**src/rtl/guitar_pkg.sv**
```systemverilog
// Shared constants and types for the rhythm-game judging logic.
//   LANES_DEF      : number of note lanes / buttons (matches shifter row width)
//   SCORE_MAX_DEF  : score saturation value
//   MAX_MISSES_DEF : miss count that ends the game
//   MULT_CAP       : largest combo-derived bonus added to the base multiplier of 1
//   game_state_t   : IDLE (paused), PLAY (judging), OVER (terminal until reset)
package guitar_pkg;

    localparam int LANES_DEF      = 4;
    localparam int SCORE_MAX_DEF  = 9999;
    localparam int MAX_MISSES_DEF = 10;
    localparam int MULT_CAP       = 3;

    typedef enum logic [1:0] {
        IDLE = 2'd0,
        PLAY = 2'd1,
        OVER = 2'd2
    } game_state_t;

endpackage

```
**src/rtl/btn_debounce.sv**
```systemverilog
// Single-lane button conditioner: 2-flop synchronizer followed by a debounce
// counter. The debounced level only flips after the synchronized input has
// disagreed with it for DEBOUNCE_CYCLES consecutive cycles.
// Ports:
//   clk, reset : clock, synchronous active-high reset
//   btn_raw    : asynchronous push-button input
//   level      : debounced button level
//   rise       : one-cycle pulse, high in the first cycle level reads 1
module btn_debounce #(
    parameter int DEBOUNCE_CYCLES = 100000
) (
    input  logic clk,
    input  logic reset,
    input  logic btn_raw,
    output logic level,
    output logic rise
);

    localparam int CW = (DEBOUNCE_CYCLES < 2) ? 1 : $clog2(DEBOUNCE_CYCLES + 1);

    logic          sync1_q, sync1_d;
    logic          sync2_q, sync2_d;
    logic [CW-1:0] cnt_q,   cnt_d;
    logic          level_q, level_d;
    logic          rise_q,  rise_d;

    always_comb begin
        sync1_d = btn_raw;
        sync2_d = sync1_q;
        cnt_d   = '0;
        level_d = level_q;
        rise_d  = 1'b0;
        if (sync2_q != level_q) begin
            // Nth consecutive disagreeing cycle: accept the new level.
            if (cnt_q == CW'(DEBOUNCE_CYCLES - 1)) begin
                level_d = sync2_q;
                rise_d  = sync2_q;
                cnt_d   = '0;
            end else begin
                cnt_d = cnt_q + CW'(1);
            end
        end
    end

    always_ff @(posedge clk) begin
        if (reset) begin
            sync1_q <= 1'b0;
            sync2_q <= 1'b0;
            cnt_q   <= '0;
            level_q <= 1'b0;
            rise_q  <= 1'b0;
        end else begin
            sync1_q <= sync1_d;
            sync2_q <= sync2_d;
            cnt_q   <= cnt_d;
            level_q <= level_d;
            rise_q  <= rise_d;
        end
    end

    assign level = level_q;
    assign rise  = rise_q;

endmodule

```
**src/rtl/hit_judge.sv**
```systemverilog
// Judges debounced button presses against the note row sitting on the bottom
// line each time the shifter advances (enable low for one cycle = tick), and
// keeps score, combo, misses and game-over status.
// Ports:
//   clk, reset  : clock, synchronous active-high reset
//   start       : run enable shared with the shifter (0 = paused)
//   btn         : raw push buttons, bit i = lane i
//   check       : bottom row from the shifter, loaded on each tick
//   enable      : active-low row-advance tick from the shifter
//   score       : saturating score, 0..SCORE_MAX
//   combo       : consecutive correctly hit rows, saturating at 255
//   misses      : missed note rows, saturating at 255
//   hit_pulse   : one cycle after a tick that judged a correct row
//   miss_pulse  : one cycle after a tick that judged a missed row
//   game_over   : high once misses reach MAX_MISSES
//   press_mask  : lanes pressed in the current window
module hit_judge
    import guitar_pkg::*;
#(
    parameter int LANES           = LANES_DEF,
    parameter int DEBOUNCE_CYCLES = 100000,
    parameter int MAX_MISSES      = MAX_MISSES_DEF,
    parameter int SCORE_MAX       = SCORE_MAX_DEF
) (
    input  logic             clk,
    input  logic             reset,
    input  logic             start,
    input  logic [LANES-1:0] btn,
    input  logic [LANES-1:0] check,
    input  logic             enable,
    output logic [13:0]      score,
    output logic [7:0]       combo,
    output logic [7:0]       misses,
    output logic             hit_pulse,
    output logic             miss_pulse,
    output logic             game_over,
    output logic [LANES-1:0] press_mask
);

    game_state_t      state_q, state_d;
    logic [13:0]      score_q, score_d;
    logic [7:0]       combo_q, combo_d;
    logic [7:0]       misses_q, misses_d;
    logic             hit_q, hit_d;
    logic             miss_q, miss_d;
    logic [LANES-1:0] judged_row_q, judged_row_d;
    logic [LANES-1:0] press_mask_q, press_mask_d;

    logic [LANES-1:0] btn_level;
    logic [LANES-1:0] btn_rise;
    logic             tick;
    logic [2:0]       mult;
    logic [14:0]      score_sum;

    for (genvar i = 0; i < LANES; i++) begin : g_lane
        btn_debounce #(
            .DEBOUNCE_CYCLES(DEBOUNCE_CYCLES)
        ) u_deb (
            .clk    (clk),
            .reset  (reset),
            .btn_raw(btn[i]),
            .level  (btn_level[i]),
            .rise   (btn_rise[i])
        );
    end

    assign tick = ~enable;

    // Combo-driven multiplier: 1 + min(combo/8, MULT_CAP).
    always_comb begin
        if (combo_q[7:3] > 5'(MULT_CAP)) begin
            mult = 3'(MULT_CAP + 1);
        end else begin
            mult = 3'(combo_q[7:3]) + 3'd1;
        end
        score_sum = {1'b0, score_q} + 15'(mult);
    end

    always_comb begin
        state_d      = state_q;
        score_d      = score_q;
        combo_d      = combo_q;
        misses_d     = misses_q;
        hit_d        = 1'b0;
        miss_d       = 1'b0;
        judged_row_d = judged_row_q;
        // Window closes on a tick; an edge landing in the tick cycle belongs
        // to the new window, hence the OR after the clear.
        press_mask_d = (tick ? '0 : press_mask_q) | btn_rise;

        // Track the shifter's bottom row on every tick so the window stays
        // aligned with the display even while paused.
        if (tick) begin
            judged_row_d = check;
        end

        unique case (state_q)
            IDLE: begin
                if (start) begin
                    state_d = PLAY;
                end
            end
            PLAY: begin
                if (tick) begin
                    if (judged_row_q != '0) begin
                        if (press_mask_q == judged_row_q) begin
                            if (score_sum >= 15'(SCORE_MAX)) begin
                                score_d = 14'(SCORE_MAX);
                            end else begin
                                score_d = score_sum[13:0];
                            end
                            if (combo_q != 8'hFF) begin
                                combo_d = combo_q + 8'd1;
                            end
                            hit_d = 1'b1;
                        end else begin
                            if (misses_q != 8'hFF) begin
                                misses_d = misses_q + 8'd1;
                            end
                            combo_d = '0;
                            miss_d  = 1'b1;
                        end
                    end else if (press_mask_q != '0) begin
                        // Pressing on an empty row breaks the streak only.
                        combo_d = '0;
                    end
                end
                if (misses_d >= 8'(MAX_MISSES)) begin
                    state_d = OVER;
                end else if (!start) begin
                    state_d = IDLE;
                end
            end
            OVER: begin
                state_d = OVER;
            end
            default: begin
                state_d = IDLE;
            end
        endcase
    end

    always_ff @(posedge clk) begin
        if (reset) begin
            state_q      <= IDLE;
            score_q      <= '0;
            combo_q      <= '0;
            misses_q     <= '0;
            hit_q        <= 1'b0;
            miss_q       <= 1'b0;
            judged_row_q <= '0;
            press_mask_q <= '0;
        end else begin
            state_q      <= state_d;
            score_q      <= score_d;
            combo_q      <= combo_d;
            misses_q     <= misses_d;
            hit_q        <= hit_d;
            miss_q       <= miss_d;
            judged_row_q <= judged_row_d;
            press_mask_q <= press_mask_d;
        end
    end

    assign score      = score_q;
    assign combo      = combo_q;
    assign misses     = misses_q;
    assign hit_pulse  = hit_q;
    assign miss_pulse = miss_q;
    assign game_over  = (state_q == OVER);
    assign press_mask = press_mask_q;

endmodule

```
**config.mk**
```make
export PLATFORM = sky130hd
export DESIGN_NAME = hit_judge
export DESIGN_NICKNAME = d
export VERILOG_FILES = /design/src/rtl/guitar_pkg.sv /design/src/rtl/btn_debounce.sv /design/src/rtl/hit_judge.sv
export SDC_FILE = /design/constraint.sdc
export NUM_CORES = 1
export LEC_CHECK = 0
export CAP_MARGIN = 40
export CORE_MARGIN = 10
export CORE_UTILIZATION = 40
export DETAILED_ROUTE_END_ITERATION = 10
export GPL_TIMING_DRIVEN = 1
export MAX_ROUTING_LAYER = met4
export PLACE_DENSITY = 0.6
export SLEW_MARGIN = 0
export SYNTH_ARGS = -nofsm -noshare
export SYNTH_HDL_FRONTEND = slang
export SYNTH_SLANG_ARGS = --single-unit
export TNS_END_PERCENT = 30
```
**constraint.sdc**
```tcl
create_clock -name clk -period 4.1 [get_ports clk]
set_input_delay 0.82 -clock clk [delete_from_list [all_inputs] [get_ports clk]]
set_output_delay 0.82 -clock clk [all_outputs]
set_load 0.01 [all_outputs]
```
==> impl_results.html <==
<table>
<tr><th>Metric</th><th>Value</th></tr>
<tr><th colspan="2">Clock network</th></tr>
<tr><td>Clock Sink Count</td><td>126</td></tr>
<tr><td>Hold_buf cts</td><td>0</td></tr>
<tr><td>Bufs on Longest Clock Path</td><td>2</td></tr>
<tr><td># Post-CTS Setup Buffers</td><td>0</td></tr>
<tr><td>Clock H-tree levels</td><td>4</td></tr>
<tr><td>CTS Buf Count</td><td>17</td></tr>
<tr><td>Clock latency at the later pin of the worst-skew pair</td><td>410 ps</td></tr>
<tr><td>Clock tree from TritonCTS</td><td>yes</td></tr>
<tr><td>CTS resizes</td><td>0</td></tr>
<tr><td>Root buffer cell</td><td>sky130_fd_sc_hd__clkbuf_16</td></tr>
<tr><td>Clock slew seen by the registers of the worst setup and hold paths</td><td>60 ps</td></tr>
<tr><th colspan="2">Timing</th></tr>
<tr><td>Setup repair after global routing missed its margin</td><td>false</td></tr>
<tr><td>Number of pins exceeding their max-slew limit in the final report</td><td>0</td></tr>
<tr><td>Final-report hold violation count</td><td>0</td></tr>
<tr><td>Worst Skew</td><td>8.39 ps</td></tr>
<tr><td>Maximum frequency from static timing analysis</td><td>320 MHz</td></tr>
<tr><td>Setup tns final</td><td>0 ps</td></tr>
<tr><td>Setup-violating endpoint count in the final report</td><td>0</td></tr>
<tr><td>Minimum clock period after layout</td><td>3120 ps</td></tr>
<tr><td>Transition at the pin with the smallest max-transition slack</td><td>618 ps</td></tr>
<tr><td>Post-route clock period utilization</td><td>0.762</td></tr>
<tr><td>Worst relative slew slack</td><td>0.588</td></tr>
<tr><th colspan="2">Global routing</th></tr>
<tr><td>Gr usage total</td><td>0.129</td></tr>
<tr><td>Largest net degree at the start of global routing</td><td>33</td></tr>
<tr><td>Antenna violations before repair</td><td>0</td></tr>
<tr><td>Overflow after GRT</td><td>0</td></tr>
<tr><td>Vias in the first global route</td><td>4660</td></tr>
<tr><td>Global-route wire length before repair</td><td>21.5 mm</td></tr>
<tr><th colspan="2">Finish</th></tr>
<tr><td>Filler cell count in the final layout</td><td>1376</td></tr>
<tr><td>Post-route core utilization</td><td>0.494</td></tr>
<tr><td>Combined area of the multi-input logic cells</td><td>3220 um^2</td></tr>
<tr><td>Footprint of the flip-flops and latches</td><td>2520 um^2</td></tr>
<tr><td>Inserted Diodes</td><td>0</td></tr>
<tr><td>Final nets</td><td>758</td></tr>
<tr><td>Layout cell share with drive strength beyond 1</td><td>0.0695</td></tr>
<tr><td>Post-synthesis to final-layout area growth</td><td>21.3%</td></tr>
<tr><th colspan="2">Worst setup path</th></tr>
<tr><td>Worst r2r src</td><td>combo[7]</td></tr>
<tr><td>Top fanout value on the critical path</td><td>10</td></tr>
<tr><td>Data arrival at the endpoint of the critical path</td><td>3410 ps</td></tr>
<tr><td>Crit path launch type</td><td>flop</td></tr>
<tr><td>Kind of end point of the critical path</td><td>flop</td></tr>
<tr><td>Number of cell instances on the worst register-to-register path</td><td>12</td></tr>
<tr><td>Crit Path Category</td><td>reg -&gt; reg</td></tr>
<tr><td>Worst Path Required</td><td>4390 ps</td></tr>
<tr><td>Reg2Reg Capture Point</td><td>score[9]</td></tr>
<tr><td>FF-to-FF setup slack</td><td>980 ps</td></tr>
<tr><td>First element of the critical path</td><td>combo[7]</td></tr>
<tr><th colspan="2">Placement</th></tr>
<tr><td>Number of I/O port buffers</td><td>48</td></tr>
<tr><td>DPL Wire Length</td><td>8.88 mm</td></tr>
<tr><td>Final weighted congestion of routability-driven global placement</td><td>0.869</td></tr>
<tr><th colspan="2">Floorplan</th></tr>
<tr><td>Die height</td><td>141 um</td></tr>
<tr><td>Core area</td><td>14500 um^2</td></tr>
<tr><td>Chip Width</td><td>141 um</td></tr>
<tr><td>Initial standard-cell utilization of the core</td><td>0.407</td></tr>
<tr><td>Total Die Area</td><td>20000 um^2</td></tr>
<tr><td>Placement row count</td><td>44</td></tr>
<tr><td>Number of placed I/O pins</td><td>49</td></tr>
<tr><th colspan="2">Power and ir drop</th></tr>
<tr><td>Proportion of total power due to net switching</td><td>0.217</td></tr>
<tr><td>Sw power</td><td>0.636 mW</td></tr>
<tr><td>Total power density per cell area</td><td>410 nW/um^2</td></tr>
<tr><td>Highest ir drop seen on vdd</td><td>0.302 mV</td></tr>
<tr><td>Sequential group share of total power</td><td>0.424</td></tr>
<tr><td>P_leak</td><td>2.50 nW</td></tr>
<tr><td>Design internal power</td><td>2.30 mW</td></tr>
<tr><td>Clock power frac</td><td>0.547</td></tr>
<tr><td>Combinational cell fraction of total power</td><td>0.030</td></tr>
<tr><td>Total power</td><td>2.93 mW</td></tr>
<tr><th colspan="2">Drt</th></tr>
<tr><td>DRT antenna net count</td><td>0</td></tr>
<tr><td>DR vias/cell</td><td>5.18</td></tr>
<tr><td>Avg WL per Cell</td><td>13.3 um</td></tr>
<tr><td>Routed via count</td><td>4827</td></tr>
<tr><td>Total wire length after detailed routing</td><td>12.4 mm</td></tr>
<tr><td>DR DRC count</td><td>0</td></tr>
<tr><td>Initial drt markers</td><td>333</td></tr>
<tr><td>DR pass1 iterations</td><td>4</td></tr>
<tr><th colspan="2">Hold path</th></tr>
<tr><td>Hold path startpoint</td><td>g_lane[1].u_deb.sync1_q</td></tr>
<tr><td>Hold Crit Depth</td><td>1</td></tr>
<tr><td>Class of the worst hold path</td><td>reg -&gt; reg</td></tr>
<tr><td>Worst hold path endpoint</td><td>g_lane[1].u_deb.sync2_q</td></tr>
<tr><th colspan="2">Synthesis</th></tr>
<tr><td>Synth Register Bits</td><td>126</td></tr>
<tr><td>Count of flip-flops with a built-in enable after synthesis</td><td>0</td></tr>
<tr><td>Cell count after synthesis</td><td>686</td></tr>
<tr><td>Post-Synthesis Net Count</td><td>709</td></tr>
<tr><td>Yosys warning count</td><td>0</td></tr>
<tr><td>Count of unique library cells instantiated by Yosys</td><td>67</td></tr>
<tr><td>Post-synthesis area per instance</td><td>8.59 um^2</td></tr>
<tr><td>Netlist area before placement</td><td>5900 um^2</td></tr>
<tr><td>Async SR Flop Fraction</td><td>0</td></tr>
<tr><td>Primary flip-flop cell chosen by synthesis mapping</td><td>sky130_fd_sc_hd__dfxtp_1</td></tr>
<tr><td>Sequential cell area fraction in the yosys report</td><td>0.428</td></tr>
<tr><th colspan="2">Job</th></tr>
<tr><td>Count of max-cap constraint violations</td><td>0</td></tr>
<tr><th colspan="2">Outcome</th></tr>
<tr><td>Run status</td><td>completed</td></tr>
</table>
cell type report:
type | count | share of cell area
Multi-Input combinational cell | 525 | 0.450
Timing Repair Buffer | 50 | 0.0686
Clock inverter | 15 | 0.0294
Tap cell | 184 | 0.0322
Clock buffer | 17 | 0.0595
Sequential cell | 126 | 0.353
Inverter | 15 | 0.00787
cell usage in the layout, fill, tap and decap left out, types with 3 or more instances in the layout:
cell type and instances:
sky130_fd_sc_hd__and2_1 7, sky130_fd_sc_hd__nor2b_1 12, sky130_fd_sc_hd__inv_1 15, sky130_fd_sc_hd__bufinv_16 4
sky130_fd_sc_hd__nor4b_1 5, sky130_fd_sc_hd__a21oi_1 25, sky130_fd_sc_hd__and3_1 19, sky130_fd_sc_hd__inv_6 4
sky130_fd_sc_hd__nand4_1 16, sky130_fd_sc_hd__nor2_1 129, sky130_fd_sc_hd__a31oi_1 3, sky130_fd_sc_hd__xnor2_1 31
sky130_fd_sc_hd__nor3_1 19, sky130_fd_sc_hd__dfxtp_1 126, sky130_fd_sc_hd__clkinv_4 4, sky130_fd_sc_hd__ha_1 10
sky130_fd_sc_hd__xor2_1 46, sky130_fd_sc_hd__nand2b_1 11, sky130_fd_sc_hd__nor4_1 8, sky130_fd_sc_hd__clkbuf_16 17
sky130_fd_sc_hd__o21ai_0 6, sky130_fd_sc_hd__nand3_1 38, sky130_fd_sc_hd__clkdlybuf4s50_1 47, sky130_fd_sc_hd__nand2_1 59
sky130_fd_sc_hd__or3_1 8, sky130_fd_sc_hd__mux2i_1 15, sky130_fd_sc_hd__o22ai_1 8
critical path, cell delays in order, from the launching register on:
cell,delay [ps]
sky130_fd_sc_hd__dfxtp_1,330
sky130_fd_sc_hd__nor3_1,300
sky130_fd_sc_hd__nor2b_1,190
sky130_fd_sc_hd__ha_1,210
sky130_fd_sc_hd__inv_1,70
sky130_fd_sc_hd__fa_1,440
sky130_fd_sc_hd__nor2b_4,200
sky130_fd_sc_hd__o2111ai_1,170
sky130_fd_sc_hd__mux2i_1,240
sky130_fd_sc_hd__o211ai_2,150
sky130_fd_sc_hd__a21oi_4,290
sky130_fd_sc_hd__o21ai_1,100
sky130_fd_sc_hd__o311a_1,310
state kept, by name (all words and copies together) (netlist names):
signal and count:
judged_row_q 4, g_lane.u_deb.rise 4, state_q 2, misses 8, combo 8, press_mask 4
g_lane.u_deb.cnt_q 68, hit_pulse 1, g_lane.u_deb.sync1_q 4, miss_pulse 1, g_lane.u_deb.sync2_q 4, g_lane.u_deb.level 4
score 14
synthesized netlist by cell type, types with 15 or more instances:
library cell	n	area, um^2
sky130_fd_sc_hd__nor2_1	129	484
sky130_fd_sc_hd__dfxtp_1	126	2520
sky130_fd_sc_hd__nand2_1	59	221
sky130_fd_sc_hd__xor2_1	46	403
sky130_fd_sc_hd__nand3_1	38	190
sky130_fd_sc_hd__xnor2_1	31	272
sky130_fd_sc_hd__a21oi_1	25	125
sky130_fd_sc_hd__and3_1	19	119
sky130_fd_sc_hd__nor3_1	19	95.1
sky130_fd_sc_hd__nand4_1	16	100
sky130_fd_sc_hd__inv_1	15	56.3
sky130_fd_sc_hd__mux2i_1	15	150
layer usage:
layer	share of wire	up-vias	track usage	wire length, um
met2	0.49	67	0.209	6020
met5	0	-	-	0
li1	-	2461	-	-
met1	0.46	2288	0.152	5730
met4	0.0091	0	0.0420	112
met3	0.041	11	0.0374	511
worst max path at each step:
stage	slack, ps	to	cells past startpoint
2_1_floorplan	1340	score[9]	11
3_3_place_gp	1030	score[9]	10
3_5_place_dp	1000	score[9]	12
4_1_cts	980	score[9]	12
5_1_grt	820	score[9]	12
6_report	980	score[9]	12
power groups by stage:
| stage | combinational (mW) | clock, mW | sequential (mW) |
|---|---|---|---|
| floorplan | 0.0575 | 0 | 1.27 |
| global placement | 0.0857 | 0 | 1.27 |
| detailed placement | 0.0868 | 0 | 1.27 |
| CTS | 0.0874 | 1.65 | 1.24 |
| global route | 0.0967 | 1.70 | 1.24 |
| finish | 0.0869 | 1.60 | 1.24 |
through the flow:
| step | std cells | hold slack, ps | worst slack [ps] | cell area, um^2 |
|---|---|---|---|---|
| after floorplan | 686 | 413 | 1340 | 5900 |
| after global placement | 899 | 422 | 1030 | 6510 |
| after detailed placement | 900 | 422 | 996 | 6520 |
| after CTS | 932 | 435 | 978 | 7150 |
| after global routing | 932 | 459 | 819 | 7150 |
| final | 932 | 435 | 978 | 7150 |
logic make-up (layout without fill, tap and decap cells):
| kind of cell | after synthesis | count (layout) | share of synthesized area |
|---|---|---|---|
| buffers and inverters | 35 | 97 | 0.0261 |
| multiplexers | 15 | 15 | 0.0255 |
| adder cells (fa/ha/maj) | 11 | 11 | 0.0246 |
| flip-flops | 126 | 126 | 0.428 |
| XOR/XNOR | 77 | 77 | 0.114 |
| AO/OA/AOI/OAI | 69 | 69 | 0.0845 |
| AND/OR/NAND/NOR | 353 | 353 | 0.297 |
No activity file was read; power rests on OpenSTA's default activity.
